`config.mk`:
```
export PLATFORM = sky130hd
export DESIGN_NAME = riscv_mult_iter_flat
export DESIGN_NICKNAME = d
export VERILOG_FILES = /design/src/rtl/riscv_pkg.sv /design/src/rtl/riscv_mult_iter_if.sv /design/src/rtl/riscv_mult_step.sv /design/src/rtl/riscv_mult_iter.sv /design/src/flat_wrapper.sv
export SDC_FILE = /design/constraint.sdc
export NUM_CORES = 1
export LEC_CHECK = 0
export BUFFER_PORTS_ARGS = -buffer_cell sky130_fd_sc_hd__buf_2
export CAP_MARGIN = 20
export CORE_ASPECT_RATIO = 1.1
export CORE_MARGIN = 2
export CORE_UTILIZATION = 55
export DETAILED_ROUTE_END_ITERATION = 8
export GPL_ROUTABILITY_DRIVEN = 0
export HOLD_SLACK_MARGIN = 0.15
export PLACE_DENSITY = 0.76
export SYNTH_ARGS = -nofsm -noshare
export SYNTH_HDL_FRONTEND = slang
export SYNTH_SLANG_ARGS = --single-unit
export TNS_END_PERCENT = 50
```
`constraint.sdc`:
```
create_clock -name clk -period 5.1 [get_ports clk]
set_input_delay 0.51 -clock clk [delete_from_list [all_inputs] [get_ports clk]]
set_output_delay 0.51 -clock clk [all_outputs]
set_load 0.02 [all_outputs]
```
`src/rtl/riscv_pkg.sv`:
```
// ----------------------------------------------------------------------------
// riscv_pkg
// Shared types for the iterative multiplier:
//   mul_opcode_e  - MUL (low half), MULH (high half), MAC (low half + addend)
//   mult_state_e  - control FSM states of riscv_mult_iter
//   is_high_half  - helper: opcode selects the upper XLEN bits of the product
// ----------------------------------------------------------------------------
package riscv_pkg;

    typedef enum logic [1:0] {
        MUL  = 2'd0,
        MULH = 2'd1,
        MAC  = 2'd2
    } mul_opcode_e;

    typedef enum logic [1:0] {
        S_IDLE = 2'd0,
        S_CALC = 2'd1,
        S_DONE = 2'd2
    } mult_state_e;

    function automatic logic is_high_half(input mul_opcode_e op);
        return (op == MULH);
    endfunction

endpackage

```
`src/rtl/riscv_mult_iter_if.sv`:
```
// ----------------------------------------------------------------------------
// riscv_mult_iter_if
// Request/result bundle of the iterative multiplier.
//   Request : enable_i, operator_i, short_signed_i, operand_a/b/c_i
//   Result  : ex_ready_i (consumer), result_o, valid_o
//   Status  : ready_o, multicycle_o, mulh_active_o
// Modports: master = requester/consumer, slave = multiplier.
// ----------------------------------------------------------------------------
interface riscv_mult_iter_if #(
    parameter int XLEN = 32
) ();
    import riscv_pkg::*;

    logic              enable_i;
    mul_opcode_e       operator_i;
    logic [1:0]        short_signed_i;
    logic [XLEN-1:0]   operand_a_i;
    logic [XLEN-1:0]   operand_b_i;
    logic [XLEN-1:0]   operand_c_i;
    logic              ex_ready_i;
    logic [XLEN-1:0]   result_o;
    logic              valid_o;
    logic              ready_o;
    logic              multicycle_o;
    logic              mulh_active_o;

    modport master (
        output enable_i, operator_i, short_signed_i,
        output operand_a_i, operand_b_i, operand_c_i, ex_ready_i,
        input  result_o, valid_o, ready_o, multicycle_o, mulh_active_o
    );

    modport slave (
        input  enable_i, operator_i, short_signed_i,
        input  operand_a_i, operand_b_i, operand_c_i, ex_ready_i,
        output result_o, valid_o, ready_o, multicycle_o, mulh_active_o
    );

endinterface

```
`src/rtl/riscv_mult_step.sv`:
```
// ----------------------------------------------------------------------------
// riscv_mult_step
// Combinational radix-2^STEP step of a shift-add multiplier.
//   acc_i    [2*XLEN] running accumulator (upper half holds the partial sum)
//   a_i      [XLEN]   multiplicand magnitude
//   b_bits_i [STEP]   next STEP multiplier bits (LSB first)
//   acc_o    [2*XLEN] accumulator after adding a_i*b_bits_i into the upper
//                     half and shifting right by STEP
// ----------------------------------------------------------------------------
module riscv_mult_step #(
    parameter int XLEN = 32,
    parameter int STEP = 2
) (
    input  logic [2*XLEN-1:0] acc_i,
    input  logic [XLEN-1:0]   a_i,
    input  logic [STEP-1:0]   b_bits_i,
    output logic [2*XLEN-1:0] acc_o
);
    // Upper-half sum never exceeds (2^XLEN-1)*2^STEP, so XLEN+STEP bits hold it.
    localparam int SW = XLEN + STEP;

    logic [STEP-1:0][SW-1:0] pp;
    logic [SW-1:0]           sum;
    logic [2*XLEN+STEP-1:0]  wide;

    generate
        for (genvar gi = 0; gi < STEP; gi++) begin : g_pp
            assign pp[gi] = b_bits_i[gi] ? (SW'(a_i) << gi) : '0;
        end
    endgenerate

    always_comb begin
        sum = SW'(acc_i[2*XLEN-1:XLEN]);
        for (int i = 0; i < STEP; i++) begin
            sum = sum + pp[i];
        end
    end

    assign wide  = {sum, acc_i[XLEN-1:0]};
    assign acc_o = wide[2*XLEN+STEP-1:STEP];

endmodule

```
`src/rtl/riscv_mult_iter.sv`:
```
// ----------------------------------------------------------------------------
// riscv_mult_iter
// Iterative sign/magnitude multiplier retiring STEP product bits per cycle.
// Operands are captured on acceptance (IDLE & enable_i), multiplied as
// unsigned magnitudes over XLEN/STEP CALC cycles, then sign-corrected and
// half-selected on entry to DONE, where the result is held until ex_ready_i.
//   clk, rst_n   : clock, synchronous active-low reset
//   bus (slave)  : request, result and status signals (riscv_mult_iter_if)
// Optional feature: define RISCV_MULT_MAC_EN to make MAC add operand_c_i to
// the low half; otherwise MAC behaves as MUL and operand_c_i is unused.
// ----------------------------------------------------------------------------
module riscv_mult_iter
    import riscv_pkg::*;
#(
    parameter int XLEN = 32,
    parameter int STEP = 2
) (
    input  logic              clk,
    input  logic              rst_n,
    riscv_mult_iter_if.slave  bus
);
    localparam int NSTEPS = XLEN / STEP;
    localparam int CNT_W  = $clog2(NSTEPS + 1);
    localparam int PW     = 2 * XLEN;

    mult_state_e       state_q,  state_d;
    logic [CNT_W-1:0]  cnt_q,    cnt_d;
    logic [PW-1:0]     acc_q,    acc_d;
    logic [XLEN-1:0]   a_mag_q,  a_mag_d;
    logic [XLEN-1:0]   b_mag_q,  b_mag_d;
    logic              neg_q,    neg_d;
    mul_opcode_e       op_q,     op_d;
    logic [XLEN-1:0]   result_q, result_d;
`ifdef RISCV_MULT_MAC_EN
    logic [XLEN-1:0]   c_q,      c_d;
`endif

    logic              sign_a, sign_b;
    logic [XLEN-1:0]   mag_a, mag_b;
    logic [PW-1:0]     acc_step;
    logic [PW-1:0]     prod_signed;
    logic [XLEN-1:0]   low_half;
    logic [XLEN-1:0]   fin_result;

    // A most-negative operand negates to 2^(XLEN-1), which still fits unsigned.
    assign sign_a = bus.short_signed_i[0] & bus.operand_a_i[XLEN-1];
    assign sign_b = bus.short_signed_i[1] & bus.operand_b_i[XLEN-1];
    assign mag_a  = sign_a ? (~bus.operand_a_i + XLEN'(1)) : bus.operand_a_i;
    assign mag_b  = sign_b ? (~bus.operand_b_i + XLEN'(1)) : bus.operand_b_i;

    riscv_mult_step #(
        .XLEN (XLEN),
        .STEP (STEP)
    ) u_step (
        .acc_i    (acc_q),
        .a_i      (a_mag_q),
        .b_bits_i (b_mag_q[STEP-1:0]),
        .acc_o    (acc_step)
    );

    // Final result is formed from the last step's output so it can be
    // registered on the same edge that enters DONE.
    assign prod_signed = neg_q ? (~acc_step + PW'(1)) : acc_step;

    always_comb begin
        low_half = prod_signed[XLEN-1:0];
`ifdef RISCV_MULT_MAC_EN
        if (op_q == MAC) begin
            low_half = prod_signed[XLEN-1:0] + c_q;
        end
`endif
        fin_result = is_high_half(op_q) ? prod_signed[PW-1:XLEN] : low_half;
    end

    always_comb begin
        state_d  = state_q;
        cnt_d    = cnt_q;
        acc_d    = acc_q;
        a_mag_d  = a_mag_q;
        b_mag_d  = b_mag_q;
        neg_d    = neg_q;
        op_d     = op_q;
        result_d = result_q;
`ifdef RISCV_MULT_MAC_EN
        c_d      = c_q;
`endif
        case (state_q)
            S_IDLE: begin
                if (bus.enable_i) begin
                    a_mag_d = mag_a;
                    b_mag_d = mag_b;
                    neg_d   = sign_a ^ sign_b;
                    op_d    = bus.operator_i;
`ifdef RISCV_MULT_MAC_EN
                    c_d     = bus.operand_c_i;
`endif
                    acc_d   = '0;
                    cnt_d   = CNT_W'(NSTEPS);
                    state_d = S_CALC;
                end
            end
            S_CALC: begin
                acc_d   = acc_step;
                b_mag_d = b_mag_q >> STEP;
                cnt_d   = cnt_q - CNT_W'(1);
                if (cnt_q == CNT_W'(1)) begin
                    result_d = fin_result;
                    state_d  = S_DONE;
                end
            end
            S_DONE: begin
                if (bus.ex_ready_i) begin
                    state_d = S_IDLE;
                end
            end
            default: state_d = S_IDLE;
        endcase
    end

    always_ff @(posedge clk) begin
        if (!rst_n) begin
            state_q  <= S_IDLE;
            cnt_q    <= '0;
            acc_q    <= '0;
            a_mag_q  <= '0;
            b_mag_q  <= '0;
            neg_q    <= 1'b0;
            op_q     <= MUL;
            result_q <= '0;
`ifdef RISCV_MULT_MAC_EN
            c_q      <= '0;
`endif
        end else begin
            state_q  <= state_d;
            cnt_q    <= cnt_d;
            acc_q    <= acc_d;
            a_mag_q  <= a_mag_d;
            b_mag_q  <= b_mag_d;
            neg_q    <= neg_d;
            op_q     <= op_d;
            result_q <= result_d;
`ifdef RISCV_MULT_MAC_EN
            c_q      <= c_d;
`endif
        end
    end

    assign bus.result_o      = result_q;
    assign bus.valid_o       = (state_q == S_DONE);
    assign bus.ready_o       = (state_q == S_IDLE);
    assign bus.multicycle_o  = (state_q != S_IDLE);
    assign bus.mulh_active_o = (state_q != S_IDLE) && (op_q == MULH);

endmodule
```
`src/flat_wrapper.sv`:
```
// flat-port wrapper written by rule: the top's interface ports become plain ports
module riscv_mult_iter_flat import riscv_pkg::*;
#(
    parameter int XLEN = 32,
    parameter int STEP = 2
)
  (clk, rst_n, bus_enable_i, bus_operator_i, bus_short_signed_i, bus_operand_a_i, bus_operand_b_i, bus_operand_c_i, bus_ex_ready_i, bus_result_o, bus_valid_o, bus_ready_o, bus_multicycle_o, bus_mulh_active_o);
  riscv_mult_iter_if #(.XLEN(XLEN)) bus_i ();
  input  logic clk;
  input  logic rst_n;
  input wire logic [$bits(bus_i.enable_i)-1:0] bus_enable_i;
  input wire logic [$bits(bus_i.operator_i)-1:0] bus_operator_i;
  input wire logic [$bits(bus_i.short_signed_i)-1:0] bus_short_signed_i;
  input wire logic [$bits(bus_i.operand_a_i)-1:0] bus_operand_a_i;
  input wire logic [$bits(bus_i.operand_b_i)-1:0] bus_operand_b_i;
  input wire logic [$bits(bus_i.operand_c_i)-1:0] bus_operand_c_i;
  input wire logic [$bits(bus_i.ex_ready_i)-1:0] bus_ex_ready_i;
  output wire logic [$bits(bus_i.result_o)-1:0] bus_result_o;
  output wire logic [$bits(bus_i.valid_o)-1:0] bus_valid_o;
  output wire logic [$bits(bus_i.ready_o)-1:0] bus_ready_o;
  output wire logic [$bits(bus_i.multicycle_o)-1:0] bus_multicycle_o;
  output wire logic [$bits(bus_i.mulh_active_o)-1:0] bus_mulh_active_o;
  assign bus_i.enable_i = bus_enable_i;
  assign bus_i.operator_i = bus_operator_i;
  assign bus_i.short_signed_i = bus_short_signed_i;
  assign bus_i.operand_a_i = bus_operand_a_i;
  assign bus_i.operand_b_i = bus_operand_b_i;
  assign bus_i.operand_c_i = bus_operand_c_i;
  assign bus_i.ex_ready_i = bus_ex_ready_i;
  assign bus_result_o = bus_i.result_o;
  assign bus_valid_o = bus_i.valid_o;
  assign bus_ready_o = bus_i.ready_o;
  assign bus_multicycle_o = bus_i.multicycle_o;
  assign bus_mulh_active_o = bus_i.mulh_active_o;
  riscv_mult_iter #(.XLEN(XLEN), .STEP(STEP)) u_core (.clk(clk), .rst_n(rst_n), .bus(bus_i));
endmodule
```
Word level (Yosys, flattened, before mapping)
Cells that the tools add are included.
- flip-flop bits (word level): 170
- bits of input ports: 104
- add/subtract/negate cells: 6
- eq/ne operators: 7
- mux-type cells: 16
- bitwise logic cells: 6
- reductions and logical operators: 8
- operators by type and width (kind ; number):
    32-bit two-way mux ; 5
    64-bit two-way mux ; 2
    64-bit one-hot mux with 2 select lines ; 1
    32-bit by 1-bit adder with 32-bit output (second input constant) ; 2
    64-bit by 1-bit adder with 64-bit output (second input constant) ; 1
    32-bit inverter ; 2
    64-bit inverter ; 1
    32-bit one-hot mux with 2 select lines ; 1
    33-bit by 33-bit adder with 34-bit output ; 1
    32-bit by 32-bit adder with 33-bit output ; 1
    33-bit two-way mux ; 1
    5-bit one-hot mux with 2 select lines ; 1
    2-bit two-way mux ; 3
    2-bit one-hot mux with 3 select lines ; 1
    2-bit AND reduction ; 3
    5-bit by 1-bit equality test with 1-bit output (second input constant) ; 1
    5-bit two-way mux ; 1
    5-bit by 1-bit subtractor with 5-bit output (second input constant) ; 1
    2-bit by 1-bit equality test with 1-bit output (second input constant) ; 2
    2-bit inequality test (second input constant) ; 2
    2-bit nonzero test ; 2
    3-bit AND reduction ; 1
    1-bit AND ; 2
    2-bit equality test (second input constant) ; 1
    other kinds (4) ; 4

Depth between registers and ports, before layout
Gate-level depths: netlist of run 1.
- word-level depth: 7
- mapped depth: 17
- depth with buffers taken out: 15

Cells and area by module
Synthesis of run 1 repeated with hierarchy kept, for this count alone.
- cell total of the unflattened synthesis: 1624
- area total of the unflattened synthesis: 12535.8 um2
- modules (own cells, without submodules) (module ; times used ; cells an instance ; area each (um2) ; sequential area each (um2)):
    riscv_mult_iter ; 1 ; 1246 ; 9541.7 ; 3403.3
    riscv_mult_step ; 1 ; 378 ; 2994.1 ; 0.0

Worst setup path before layout of run 1
Ideal clock, no wire load.
- path kind: reg2reg
- start: register u_core.b_mag_q[0]
- end: register u_core.result_q[30], in the netlist u_core.bus.result_o[30]
- setup time: 120 ps
- data arrival time: 4526 ps
- required time: 4980 ps
- path slack: 454 ps
- stages on the path, launching flop included: 17
- path buffers: 1
- cell sequence: dfxtp_1 clkbuf_1 and2_1 fa_1 ha_1 fa_1 a21o_1 a311o_1 and4_1 o31ai_1 xor2_1 nand2_1 or4_1 nand2b_1 o41ai_2 xor2_1 a21oi_1
- longest elaborated chain between the ends: 7
- ends and longest elaborated chain (what ; line ; RTL):
    start: declaration ; riscv_mult_iter.sv:30 ; logic [XLEN-1:0] b_mag_q, b_mag_d;
    start signal: assignment ; riscv_mult_iter.sv:138 ; b_mag_q <= b_mag_d;
    32-bit two-way mux * ; riscv_mult_step.sv:28 ; assign pp[gi] = b_bits_i[gi] ? (SW'(a_i) << gi) : '0;
    32-bit by 32-bit adder with 33-bit output * ; riscv_mult_step.sv:35 ; sum = sum + pp[i];
    33-bit by 33-bit adder with 34-bit output * ; riscv_mult_step.sv:35 ;
    64-bit inverter ; riscv_mult_iter.sv:63 ; assign prod_signed = neg_q ? (~acc_step + PW'(1)) : acc_step;
    64-bit by 1-bit adder with 64-bit output ; riscv_mult_iter.sv:63 ;
    64-bit two-way mux * ; riscv_mult_iter.sv:63 ;
    32-bit two-way mux * ; riscv_mult_iter.sv:72 ; fin_result = is_high_half(op_q) ? prod_signed[PW-1:XLEN] : low_half;
    end signal: assignment ; riscv_mult_iter.sv:141 ; result_q <= result_d;
    end: declaration ; riscv_mult_iter.sv:33 ; logic [XLEN-1:0] result_q, result_d;
Mark *: on every way between the ends. The rest lies on a longest branch, timed or not.
A chain may end at the register's enable or synchronous reset.

Worst setup path after layout of run 1
- start: register u_core.b_mag_q[1]
- end: register u_core.result_q[30], in the netlist u_core.bus.result_o[30]
- longest elaborated chain between the ends: 6
- ends and longest elaborated chain (what ; line):
    33-bit two-way mux * ; riscv_mult_step.sv:28
    33-bit by 33-bit adder with 34-bit output * ; riscv_mult_step.sv:35
    64-bit inverter ; riscv_mult_iter.sv:63
    64-bit by 1-bit adder with 64-bit output ; riscv_mult_iter.sv:63
    64-bit two-way mux * ; riscv_mult_iter.sv:63
    32-bit two-way mux * ; riscv_mult_iter.sv:72
Marks and branches as above.

==> results.yml, run 1 <==
setup_path:
  crit_family: "simple AND/OR/NAND/NOR gates"
  cp-end-kind: "flip-flop"
  cp_data_arrival_time_ns: 5.17
  criticalPathCategory: "reg -> reg"
  cp_num_buf_inv: 0
  crit_fanout: 15
  cp_slowest_cell: "or4_1"
  required_ns: 5.43
  slowest_delay_ns: 0.58
  cp_cell_sequence: "and2_1, fa_1, ha_1, fa_1, a21o_1, a311o_1, and4_1, o31ai_1, xor2_1, nand2_1, or4_1, nand2b_1, o41ai_2, xor2_1, a21oi_1"
  crit_path_start_kind: "flip-flop"
clock_network:
  htreeDepth: 4
  clk_latency_ns: 0.45
  tritoncts: "done"
  numClockSinks: 168
  cts_root_buf: "clkbuf_16"
  cts.clk_slew.worst_paths_ns: 0.08
  post_cts_buffers: 0
  numCtsBuffers: 17
  clockBufferDepth: 2
sta:
  rsz0062_at_grt: "no"
  slew_headroom_pct: 30.6
  setup_viol: 0
  hold_violations: 0
  period_needed_ns: 4.84
  finalCritPeriodShare_pct: 94.9
  timing.fmax_mhz: 207
  drv_slew: 0
  fin_setup_tns_ns: 0
  skew_ns: 0.0117
  worst_slack_ns: 0.259
  worstMarginPinSlew_ns: 1.03
synth:
  synthCells: 1679
  netlist_area_sq_um: 12300
  synth_ff_type: "dfxtp_1"
  async_flop_share_pct: 0
  synth_edf_count: 0
  synth-seq-cells: 168
  ys_seq_area_share_pct: 27.5
  syn_nets: 1853
  synth_cell_type_count: 78
  yosys_warnings: 0
  syn_area_per_cell_sq_um: 7.30
routing:
  remaining_drc_errors: 0
  post_drt_wl_per_cell_microns: 16.9
  drtIter0Drc: 1149
  antenna_left: 0
  via_per_inst: 6.10
  drtPass1Iterations: 5
  routed_wl_microns: 34700
  num_vias: 12544
global_route:
  antenna_found_initial: 0
  grt_pass1_vias: 11486
  grt_first_pass_wirelength_microns: 57000
  grt_max_degree: 62
  grt_overflow: 0
  track_usage_pct: 29.4
job:
  cap_violations: 0
floorplanning:
  coreArea_sq_um: 22000
  start_util_pct: 55.8
  fp.dieH_microns: 161
  pin_count: 140
  die_area_sq_um: 23500
  rows: 57
  die_x_microns: 146
power:
  leakage_nw: 5.72
  ir_drop_uv: 212
  total_power_mw: 3.50
  p_per_area_nw_per_um2: 253
cells_and_area:
  syn2layout_area_growth_pct: 12.7
  nets: 1922
  layout_commonest_cell: "nand2_1"
  multiInputGateArea_sq_um: 8120
  mostFrequentLayoutCells: "nand2_1, a21oi_1, dfxtp_1"
  register_area_sq_um: 3370
  layout-drive-gt1-share_pct: 12.8
  fillerInstances: 2073
  antennaDiodeCount: 0
placement:
  port-buffer-count: 107
  hpwl_microns: 25400
  pre_cts_slack_ns: 0.0170
run_status:
  status: "finished, final reports clean"
hold_path:
  hold_class: "in -> reg"
synth_stat cells (all sizes together) (5+ instances only):
library cell | instances | area [sq um]
a211oi | 38 | 285
a21o | 15 | 113
a21oi | 187 | 936
a221oi | 6 | 52.6
a22oi | 43 | 323
a311oi | 7 | 61.3
a31oi | 18 | 113
and2 | 23 | 144
and3 | 5 | 31.3
buf | 12 | 55.1
clkbuf | 98 | 368
dfxtp | 168 | 3360
fa | 32 | 641
ha | 38 | 475
inv | 106 | 398
nand2 | 252 | 946
nand2b | 9 | 56.3
nand3 | 67 | 340
nand3b | 5 | 37.5
nand4 | 11 | 68.8
nor2 | 139 | 524
nor2b | 7 | 43.8
nor3 | 43 | 215
nor4 | 19 | 153
o211ai | 12 | 90.1
o21ai | 83 | 415
o31ai | 19 | 148
o41ai | 10 | 103
or3 | 22 | 143
or4 | 15 | 120
xnor2 | 47 | 412
xor2 | 59 | 517
area by class of cell:
cell class	instances	share of cell area [%]
Inverter	106	2.90
Clock inverter	15	1.30
Clock buffer	17	3.08
Multi-Input combinational cell	1295	58.8
Tap cell	295	2.67
Sequential cell	168	24.4
Timing Repair Buffer	160	6.85
layer usage:
metal,track usage [%],wire length (microns),vias up
li1,-,-,6058
met5,0,0,-
met3,3.84,2320,96
met1,39.1,14900,5902
met4,14.4,1640,0
met2,47.5,15800,488
stage by stage:
stage	instance area (sq um)	utilization (%)	hold WS, ns	instances
floorplan	12300	-	0.432	1679
global placement	13200	60.0	0.426	2024
detailed placement	13200	60.0	0.434	2024
CTS	13800	62.8	0.292	2056
global route	13800	62.9	0.296	2056
finish	13800	62.9	0.295	2056
power by group:
part / internal (mW) / switching (mW)
logic: 0.277 / 0.481
clock network: 0.663 / 0.659
registers: 1.37 / 0.0493
kinds of logic (layout without fill, tap and decap cells):
logic type	count (synthesis)	count (layout)	share of synthesized area, %
AO/OA/AOI/OAI	486	486	25.0
adder cells (fa/ha/maj)	70	70	9.11
flip-flops	168	168	27.5
buffers and inverters	216	298	6.70
AND/OR/NAND/NOR	633	633	24.1
XOR/XNOR	106	106	7.58
path summary, 6_finish.rpt:
| path | start | endpoint | slack, ns | cells after the start |
|---|---|---|---|---|
| worst max-delay path | u_core.b_mag_q[1]$_SDFFE_PN0P_ | u_core.bus.result_o[30]$_SDFFE_PN0P_ | 0.26 | 15 |
| worst min-delay path | bus_operator_i[0] | u_core.op_q[0]$_SDFFE_PN0P_ | 0.30 | 3 |
| worst max register to register | u_core.b_mag_q[1]$_SDFFE_PN0P_ | u_core.bus.result_o[30]$_SDFFE_PN0P_ | 0.26 | 15 |
| worst min register to register | u_core.bus.result_o[23]$_SDFFE_PN0P_ | u_core.bus.result_o[23]$_SDFFE_PN0P_ | 0.44 | 2 |
worst reg2reg max path: stages (launching register included):
cell and delay, ns:
dfxtp_4 0.48, and2_1 0.20, fa_1 0.44, ha_1 0.24
fa_1 0.40, a21o_1 0.23, a311o_1 0.42, and4_1 0.24
o31ai_1 0.28, xor2_1 0.24, nand2_1 0.09, or4_1 0.58
nand2b_1 0.22, o41ai_2 0.25, xor2_1 0.28, a21oi_1 0.11
flip-flops by register name (all words and copies together), names as in the netlist:
| register | flops |
|---|---|
| u_core.acc_q | 62 |
| u_core.a_mag_q | 32 |
| u_core.cnt_q | 5 |
| u_core.bus.result_o | 32 |
| u_core.state_q | 2 |
| u_core.neg_q | 1 |
| u_core.op_q | 2 |
| u_core.b_mag_q | 32 |
repair_timing:
| item | CTS | global route |
|---|---|---|
| setup endpoints to repair | 2 | 19 |
| hold buffers | 0 | 0 |
| cloned | 0 | 0 |
| gates resized for setup | 2 | 5 |
Note: power is estimated with default switching activity, not from simulation.
==> run 2: changes to the inputs <==
- clock period: 5.1 -> 5.65 ns (I/O delays scaled with it)
==> results.yml, run 2 (same netlist as run 1, synthesis figures left out) <==
placement:
  dpl.cell_count: 2004
  port-buffer-count: 107
  pre_cts_slack_ns: 0.433
  hpwl_microns: 24400
setup_path:
  cp_data_arrival_time_ns: 5.63
  criticalPathCategory: "reg -> reg"
  crit_fanout: 16
  required_ns: 5.97
  crit_path_start_kind: "flip-flop"
  cp-end-kind: "flip-flop"
floorplanning:
  die_area_sq_um: 23500
  coreArea_sq_um: 22000
  rows: 57
  die_x_microns: 146
  pin_count: 140
  fp.dieH_microns: 161
  start_util_pct: 55.8
clock_network:
  ctsHoldBuffers: 0
  clockBufferDepth: 2
  numCtsBuffers: 17
  cts_root_buf: "clkbuf_16"
  tritoncts: "done"
  cts_resized: 0
  post_cts_buffers: 0
  clk_latency_ns: 0.44
  numClockSinks: 168
  cts.clk_slew.worst_paths_ns: 0.07
  htreeDepth: 4
power:
  ir_drop_uv: 192
  leakage_nw: 5.62
  p_per_area_nw_per_um2: 233
sta:
  timing.hold.ws_ns: 0.364
  rsz0062_at_grt: "no"
  finalCritPeriodShare_pct: 93.9
  fin_setup_tns_ns: 0
  timing.fmax_mhz: 188
  slew_headroom_pct: 29.8
  setup_viol: 0
  hold_violations: 0
  period_needed_ns: 5.31
  worst_slack_ns: 0.343
  drv_slew: 0
  worstMarginPinSlew_ns: 1.05
  skew_ns: 0.00947
cells_and_area:
  layout-drive-gt1-share_pct: 11.5
  top_register: "u_core.acc_q"
  syn2layout_area_growth_pct: 11.3
  layout_commonest_cell: "nand2_1"
  antennaDiodeCount: 0
  register_area_sq_um: 3360
  largest_reg_flops: 62
  stdcell_count: 2036
  fillerInstances: 2058
  nets: 1902
  mostFrequentLayoutCells: "nand2_1, a21oi_1, dfxtp_1"
  multiInputGateArea_sq_um: 8100
global_route:
  grt.met2_usage_pct: 46.3
  grt_overflow: 0
  track_usage_pct: 29.4
  grt_first_pass_wirelength_microns: 57100
  grt_pass1_vias: 11565
  antenna_found_initial: 0
  grt_max_degree: 91
  grtUsageMet1_pct: 39.6
  grtUsageMet3_pct: 3.84
  busiest_layer: "met2"
routing:
  num_vias: 12271
  antenna_left: 0
  drtIter0Drc: 1070
  remaining_drc_errors: 0
  via_per_inst: 6.03
  routed_wl_microns: 34100
  post_drt_wl_per_cell_microns: 16.8
  drtPass1Iterations: 5
run_status:
  status: "finished, final reports clean"
hold_path:
  hold_class: "in -> reg"
job:
  cap_violations: 0
[run 2: cell count changes in the layout (fill, tap and decap cells not counted), sizes merged]
cell / delta
clkinv: -7
buf: -20
clkinvlp: +1
bufinv: +2
inv: +3
clkbuf: +1
[run 2: layout make-up]
cell class,instances,share of cell area (%)
clock buffer,18,3.22
clock inverter,14,1.29
inverter,106,2.94
multi-input combinational,1295,59.4
sequential,168,24.7
tap,295,2.71
timing repair buffer,140,5.75
[run 2: routing by layer]
metal	vias up	part of all wire, %	wire length [microns]
met2	463	45	15400
li1	6017	-	-
met1	5702	44	15000
met4	0	4.6	1560
met3	89	6.6	2250
met5	-	0	0
[run 2: critical path, stage by stage (launching register included)]
cell,delay (ns)
dfxtp_1,0.71
and2_1,0.24
fa_1,0.43
ha_1,0.24
fa_1,0.40
a21o_1,0.24
a311o_1,0.41
and4_1,0.23
o31ai_1,0.28
xor2_1,0.35
nand2_1,0.16
or4_1,0.59
nand2b_1,0.26
o41ai_2,0.26
xor2_1,0.27
a21oi_1,0.11
[run 2: metrics by stage]
stage / power, mW / area [sq um] / utilization (%)
detailed placement: 1.95 / 13000 / 59.3
floorplan: 1.74 / 12300 / -
finish: 3.17 / 13600 / 62.1
global placement: 1.93 / 13000 / 59.3
CTS: 3.17 / 13600 / 62.1
global route: 3.30 / 13600 / 62.1
[run 2: power by group]
part	internal (mW)	switching (mW)	leakage, nW	total (mW)
sequential	1.24	0.0424	1.37	1.28
combinational	0.224	0.430	3.95	0.655
clock	0.686	0.552	0.303	1.24
total	2.15	1.02	5.62	3.17
[run 2: final timing paths]
check	slack, ns	endpoint	from	cells after the start
max	0.34	u_core.bus.result_o[30]$_SDFFE_PN0P_	u_core.b_mag_q[0]$_SDFFE_PN0P_	15
min	0.36	u_core.op_q[1]$_SDFFE_PN0P_	bus_operator_i[1]	3
max reg2reg	0.34	u_core.bus.result_o[30]$_SDFFE_PN0P_	u_core.b_mag_q[0]$_SDFFE_PN0P_	15
min reg2reg	0.44	u_core.bus.result_o[23]$_SDFFE_PN0P_	u_core.bus.result_o[23]$_SDFFE_PN0P_	2
